File: src/rtl/kernel_frame_scheduler_pkg.sv
// Shared constants, scheduler state encoding and tap-count helpers for the conv kernel path.
// Frame geometry defaults match image_loader/image_dumper.
package kernel_frame_scheduler_pkg;
    localparam int DEF_WIDTH        = 640;
    localparam int DEF_HEIGHT       = 480;
    localparam int DEF_SIZE         = 11;
    localparam int DEF_KERNEL_WIDTH = 9;
    localparam int DEF_ADDR_W       = 7;
    localparam int POS_W            = 13;
    localparam int FRAME_W          = 16;

    typedef enum logic {
        RUN     = 1'b0,
        PENDING = 1'b1
    } sched_state_t;

    function automatic int kernel_taps(input int size);
        return size * size;
    endfunction

    function automatic bit addr_w_ok(input int addr_w, input int size);
        return (1 << addr_w) >= size * size;
    endfunction
endpackage

File: src/rtl/kernel_frame_scheduler_position.sv
// Pixel position tracker: row/col/frame_count advance on each accepted pixel.
// sof/eof are same-cycle decodes of the registered position and valid_i; no backpressure.
module pixel_position_counter
    import kernel_frame_scheduler_pkg::*;
#(
    parameter int WIDTH  = DEF_WIDTH,
    parameter int HEIGHT = DEF_HEIGHT
) (
    input  logic               clk,
    input  logic               reset,
    input  logic               valid_i,
    output logic [POS_W-1:0]   row,
    output logic [POS_W-1:0]   col,
    output logic               sof,
    output logic               eof,
    output logic [FRAME_W-1:0] frame_count
);
    localparam logic [POS_W-1:0] LAST_COL = POS_W'(WIDTH - 1);
    localparam logic [POS_W-1:0] LAST_ROW = POS_W'(HEIGHT - 1);

    always_ff @(posedge clk or posedge reset) begin
        if (reset) begin
            row         <= '0;
            col         <= '0;
            frame_count <= '0;
        end else if (valid_i) begin
            if (col == LAST_COL) begin
                col <= '0;
                if (row == LAST_ROW) begin
                    row         <= '0;
                    frame_count <= frame_count + 1'b1;
                end else begin
                    row <= row + 1'b1;
                end
            end else begin
                col <= col + 1'b1;
            end
        end
    end

    assign sof = valid_i && (row == '0) && (col == '0);
    assign eof = valid_i && (row == LAST_ROW) && (col == LAST_COL);
endmodule

File: src/rtl/kernel_frame_scheduler.sv
// Owns the conv kernel coefficients: shadow bank written by host, copied to active only at a frame edge.
// Copy visible one cycle after commit at idle boundary or after the eof pixel; cfg_ready drops while a copy is pending.
module kernel_frame_scheduler
    import kernel_frame_scheduler_pkg::*;
#(
    parameter int WIDTH        = DEF_WIDTH,
    parameter int HEIGHT       = DEF_HEIGHT,
    parameter int SIZE         = DEF_SIZE,
    parameter int KERNEL_WIDTH = DEF_KERNEL_WIDTH,
    parameter int ADDR_W       = DEF_ADDR_W
) (
    input  logic                                  clk,
    input  logic                                  reset,
    input  logic                                  valid_i,
    input  logic                                  cfg_we,
    input  logic [ADDR_W-1:0]                     cfg_addr,
    input  logic signed [KERNEL_WIDTH-1:0]        cfg_wdata,
    input  logic                                  cfg_commit,
    output logic                                  cfg_ready,
    output logic [SIZE*SIZE*KERNEL_WIDTH-1:0]     kernel_flat,
    output logic                                  kernel_update,
    output logic [POS_W-1:0]                      row,
    output logic [POS_W-1:0]                      col,
    output logic                                  sof,
    output logic                                  eof,
    output logic [FRAME_W-1:0]                    frame_count,
    output logic                                  cfg_err
);
    localparam int          TAPS   = kernel_taps(SIZE);
    localparam logic [31:0] TAPS_U = 32'(TAPS);

    if (!addr_w_ok(ADDR_W, SIZE)) begin : g_addr_w_check
        $error("ADDR_W too narrow to address SIZE*SIZE taps");
    end

    sched_state_t            state;
    logic [KERNEL_WIDTH-1:0] shadow [TAPS];
    logic [KERNEL_WIDTH-1:0] active [TAPS];
    logic                    idle_bnd, addr_ok, wr_hit, copy, err_ev;

    pixel_position_counter #(
        .WIDTH (WIDTH),
        .HEIGHT(HEIGHT)
    ) u_pos (
        .clk        (clk),
        .reset      (reset),
        .valid_i    (valid_i),
        .row        (row),
        .col        (col),
        .sof        (sof),
        .eof        (eof),
        .frame_count(frame_count)
    );

    assign idle_bnd = (row == '0) && (col == '0) && !valid_i;
    assign addr_ok  = 32'(cfg_addr) < TAPS_U;
    assign wr_hit   = (state == RUN) && cfg_we && addr_ok;
    assign copy     = ((state == RUN) && cfg_commit && (idle_bnd || eof)) ||
                      ((state == PENDING) && eof);
    assign err_ev   = ((state == RUN) && cfg_we && !addr_ok) ||
                      ((state == PENDING) && (cfg_we || cfg_commit));

    always_ff @(posedge clk or posedge reset) begin
        if (reset) begin
            state         <= RUN;
            cfg_ready     <= 1'b1;
            kernel_update <= 1'b0;
            cfg_err       <= 1'b0;
            for (int i = 0; i < TAPS; i++) begin
                shadow[i] <= '0;
                active[i] <= '0;
            end
        end else begin
            kernel_update <= copy;
            if (err_ev)
                cfg_err <= 1'b1;
            if (wr_hit)
                shadow[cfg_addr] <= cfg_wdata;
            // A write in the commit cycle is forwarded so it joins the transfer.
            if (copy) begin
                for (int i = 0; i < TAPS; i++)
                    active[i] <= (wr_hit && cfg_addr == ADDR_W'(i)) ? cfg_wdata : shadow[i];
            end
            case (state)
                RUN: if (cfg_commit && !copy) begin
                    state     <= PENDING;
                    cfg_ready <= 1'b0;
                end
                PENDING: if (eof) begin
                    state     <= RUN;
                    cfg_ready <= 1'b1;
                end
                default: begin
                    state     <= RUN;
                    cfg_ready <= 1'b1;
                end
            endcase
        end
    end

    for (genvar g = 0; g < TAPS; g++) begin : g_flat
        assign kernel_flat[g*KERNEL_WIDTH +: KERNEL_WIDTH] = active[g];
    end
endmodule
File: config.mk
export PLATFORM = sky130hd
export DESIGN_NAME = kernel_frame_scheduler
export DESIGN_NICKNAME = d
export VERILOG_FILES = /design/src/rtl/kernel_frame_scheduler_pkg.sv /design/src/rtl/kernel_frame_scheduler_position.sv /design/src/rtl/kernel_frame_scheduler.sv
export SDC_FILE = /design/constraint.sdc
export NUM_CORES = 2
export LEC_CHECK = 0
export CORE_AREA = 2 2 445 447
export CTS_CLUSTER_SIZE = 24
export DETAILED_ROUTE_END_ITERATION = 7
export DIE_AREA = 0 0 447 449
export PLACE_DENSITY = 0.66
export SLEW_MARGIN = 5
export SYNTH_ARGS = -nofsm -noshare
export SYNTH_HDL_FRONTEND = slang
export SYNTH_SLANG_ARGS = --single-unit
export TNS_END_PERCENT = 5
File: constraint.sdc
create_clock -name clk -period 112.8 [get_ports clk]
set_input_delay 33.84 -clock clk [delete_from_list [all_inputs] [get_ports clk]]
set_output_delay 33.84 -clock clk [all_outputs]
set_load 0.01 [all_outputs]
==> impl_metrics.json <==
{
  "outcome": "finished with violations",
  "violations": "DRC",
  "post_synth_inst_count": 8073,
  "area_growth_pct": 23.82,
  "crit_end": "eof",
  "skew_ps": 70.43,
  "drive_gt1_share_pct": 9.392,
  "placement.setup.worst_slack_ps": 42270,
  "fin_util_pct": 54.44,
  "clock_sinks": 2224,
  "cts_resized": 0,
  "vias_per_cell": 5.908,
  "period_needed_ps": 70610,
  "vdd_drop_max_uv": 14.12,
  "cts_hold_buf": 0,
  "fp.dieArea_um2": 200700,
  "hpwl_um": 200200,
  "cp_num_cells": 6,
  "critPathKind": "input port to output port",
  "cts-htree-levels": 4,
  "unrepaired_setup_endpoints_after_global_routing": "false",
  "synth-edff-count": 0,
  "syn_avg_cell_area_um2": 10.68,
  "fillers": 16870,
  "crit_chain": "clkdlybuf4s50_1 > nand4_2 > and4bb_1 > nand2_4 > inv_2 > clkdlybuf4s50_1",
  "post-synth-top-area-cell": "sky130_fd_sc_hd__dfrtp_1",
  "final_slew_violations": 0,
  "combined_area_of_all_synthesized_cells_um2": 86260,
  "finalSetupViolCount": 0,
  "top_cells_by_count_synth": "sky130_fd_sc_hd__dfrtp_1, sky130_fd_sc_hd__nand2_1, sky130_fd_sc_hd__a21oi_1",
  "hold_viol": 0,
  "leakagePower_nw": 51.66,
  "grt_start_max_net_pins": 217,
  "via_count_of_the_first_global_routing_pass": 67120,
  "min_path_type": "register to register",
  "postLayoutSetupSlackWorst_ps": 42190,
  "tritoncts_clock_tree": "built",
  "overflow": 0,
  "clk_pin_slew_ps": 60,
  "critical-path-top-delay-family": "buffers and inverters",
  "cpMostUsedCell": "sky130_fd_sc_hd__clkdlybuf4s50_1",
  "crit_slowest_cell": "sky130_fd_sc_hd__and4bb_1",
  "critPathLaunchType": "input port",
  "ctsLongestPathBuffers": 3,
  "routed_wire_length_per_instance_um": 26.79,
  "wl_um": 314600,
  "synth.ff_latch_count": 2224,
  "routabilityCongestion": 0.8831,
  "rows": 163,
  "routed_vias": 69370,
  "antenna_violating_nets_post_route": 0,
  "power_density_over_the_cells_nw_per_um2": 14.92,
  "timing.max_cap.violations": 0,
  "start_util_pct": 43.96,
  "dominantRegCellSynth": "sky130_fd_sc_hd__dfrtp_1",
  "dieWidth_um": 447,
  "crit_fanout": 21,
  "iter_0_drt_violations": 7185,
  "synth.distinct_cells": 55,
  "grt_first_pass_wirelength_um": 459900,
  "grt_antenna_before_repair": 11,
  "share_of_the_synthesized_area_in_the_top_cell_type_pct": 64.49,
  "r2r_cells": 11,
  "synth_seq_area_share_pct": 64.52,
  "regToRegStartpoint": "u_pos.col[0]",
  "cts_setup_buffers": 0,
  "clock_tree.root_cell": "sky130_fd_sc_hd__clkbuf_16",
  "timing.max_slew.rel_slack_pct": 3.968,
  "worstSetupStartpoint": "valid_i",
  "timing.final.crit_share_pct": 62.59,
  "worst_skew_pair.late_latency_ps": 900,
  "critical_path_arrival_ps": 36770,
  "synth_warnings": 0,
  "setup-tns-final_ps": 0,
  "io_buffers": 1156,
  "rrSetupSlack_ps": 105580,
  "crit_reg_reg_endpoint": "kernel_flat[1019]",
  "grtUsageTotal_pct": 30.75,
  "timing.hold.worst.start": "shadow[1033]",
  "fraction_of_synthesis_flops_using_an_asynchronous_set_or_reset_pin_pct": 100.0,
  "synthTopCellsByArea": "sky130_fd_sc_hd__dfrtp_1, sky130_fd_sc_hd__nand2_1, sky130_fd_sc_hd__a31oi_1, sky130_fd_sc_hd__a21oi_1, sky130_fd_sc_hd__nand3_1",
  "cp_data_required_time_ps": 78960,
  "critical_path_buffer_and_inverter_count": 3,
  "final_net_count": 8944,
  "pin_count": 1157,
  "timing.critical_path.slowest_cell_delay_ps": 900,
  "chipHeight_um": 449,
  "setup.worst_path.end_class": "output port",
  "synth_nets": 8099,
  "detail_route.drc_violations": 13,
  "achievable-frequency_mhz": 14.16,
  "worstMarginPinSlew_ps": 1440,
  "numCtsBuffers": 224,
  "core_area_um2": 196200,
  "synth.most_common_cell": "sky130_fd_sc_hd__dfrtp_1",
  "drt_pass1_iterations": 8
}
[per-stage QoR]
| step | hold slack [ps] | cells | power [mW] | instance area, um2 |
|---|---|---|---|---|
| after floorplan | 433.2 | 8073 | 0.8445 | 86260 |
| after global placement | 443.0 | 11330 | 0.8633 | 99380 |
| after detailed placement | 450.2 | 11330 | 0.8640 | 99380 |
| after CTS | 463.1 | 11730 | 1.604 | 106800 |
| after global routing | 472.4 | 11740 | 1.641 | 106800 |
| final | 458.0 | 11740 | 1.593 | 106800 |
[worst min path at each step]
stage / to / slack (ps) / depth (start not counted)
6_report: shadow[1033] / 460 / 2
5_1_grt: shadow[960] / 470 / 2
4_1_cts: shadow[385] / 460 / 2
3_5_place_dp: shadow[458] / 450 / 2
3_3_place_gp: shadow[977] / 440 / 2
2_1_floorplan: shadow[1009] / 430 / 2
[worst register-to-register path: cells and delay by family (launching register included)]
kind	cells	cell delay [ps]
simple gates	3	1290
flops	1	450
fa+ha+maj	1	210
buf+inv	5	3520
compound gates	2	1520
[area by class of cell]
class	count	area [um2]	area share, %
Timing Repair Buffer	1278	12590	11.79
Tap cell	2640	3303	3.093
Sequential cell	2224	55650	52.11
Multi-Input combinational cell	5168	27730	25.97
Clock inverter	62	842.1	0.7884
Clock buffer	339	6568	6.149
Antenna cell	8	20.02	0.01874
Inverter	22	90.09	0.08435
[kinds of logic (layout without fill, tap and decap cells)]
| group | after synthesis | after routing | share of synthesized area (%) |
|---|---|---|---|
| adders and majority gates | 5 | 5 | 0.07253 |
| AOI/OAI and AO/OA | 1865 | 1865 | 12.63 |
| xor gates and xnor gates | 33 | 33 | 0.3351 |
| and+or+nand+nor | 2924 | 2924 | 14.42 |
| DFF | 2224 | 2224 | 64.52 |
| other | 0 | 8 | 0 |
| buffers and inverters | 681 | 1701 | 3.571 |
| muxes | 341 | 341 | 4.450 |
[registers in the layout (all words and copies together), names as in the netlist]
| register | cells |
|---|---|
| cfg_err | 1 |
| cfg_ready | 1 |
| kernel_flat | 1089 |
| kernel_update | 1 |
| shadow | 1089 |
| state | 1 |
| u_pos.col | 13 |
| u_pos.frame_count | 16 |
| u_pos.row | 13 |
[cell usage in the layout (no fill, tap or decap), types with 37 or more instances in the layout]
| cell | n |
|---|---|
| sky130_fd_sc_hd__clkbuf_16 | 224 |
| sky130_fd_sc_hd__mux2_2 | 324 |
| sky130_fd_sc_hd__nand4_1 | 37 |
| sky130_fd_sc_hd__nand2_1 | 1939 |
| sky130_fd_sc_hd__a31oi_1 | 844 |
| sky130_fd_sc_hd__clkbuf_1 | 62 |
| sky130_fd_sc_hd__o2bb2ai_1 | 122 |
| sky130_fd_sc_hd__nand3_1 | 813 |
| sky130_fd_sc_hd__clkdlybuf4s50_1 | 1146 |
| sky130_fd_sc_hd__clkbuf_8 | 53 |
| sky130_fd_sc_hd__dfrtp_1 | 2223 |
| sky130_fd_sc_hd__a21oi_1 | 859 |
| sky130_fd_sc_hd__buf_4 | 114 |
[report_power, final]
group	total, mW	switching [mW]	internal [mW]	leakage (nW)
combinational	0.0466	0.0391	0.00749	17.0
clock	0.744	0.325	0.419	3.61
sequential	0.802	0.00247	0.800	31.0
[routing by layer]
metal	GRT usage [%]	vias to the layer above	routed length, um
met2	45.72	3140	141200
met5	0	-	13
li1	-	30050	-
met4	22.37	2	26170
met3	7.065	714	26210
met1	39.50	35470	120900
No activity file was read; power rests on OpenSTA's default activity.
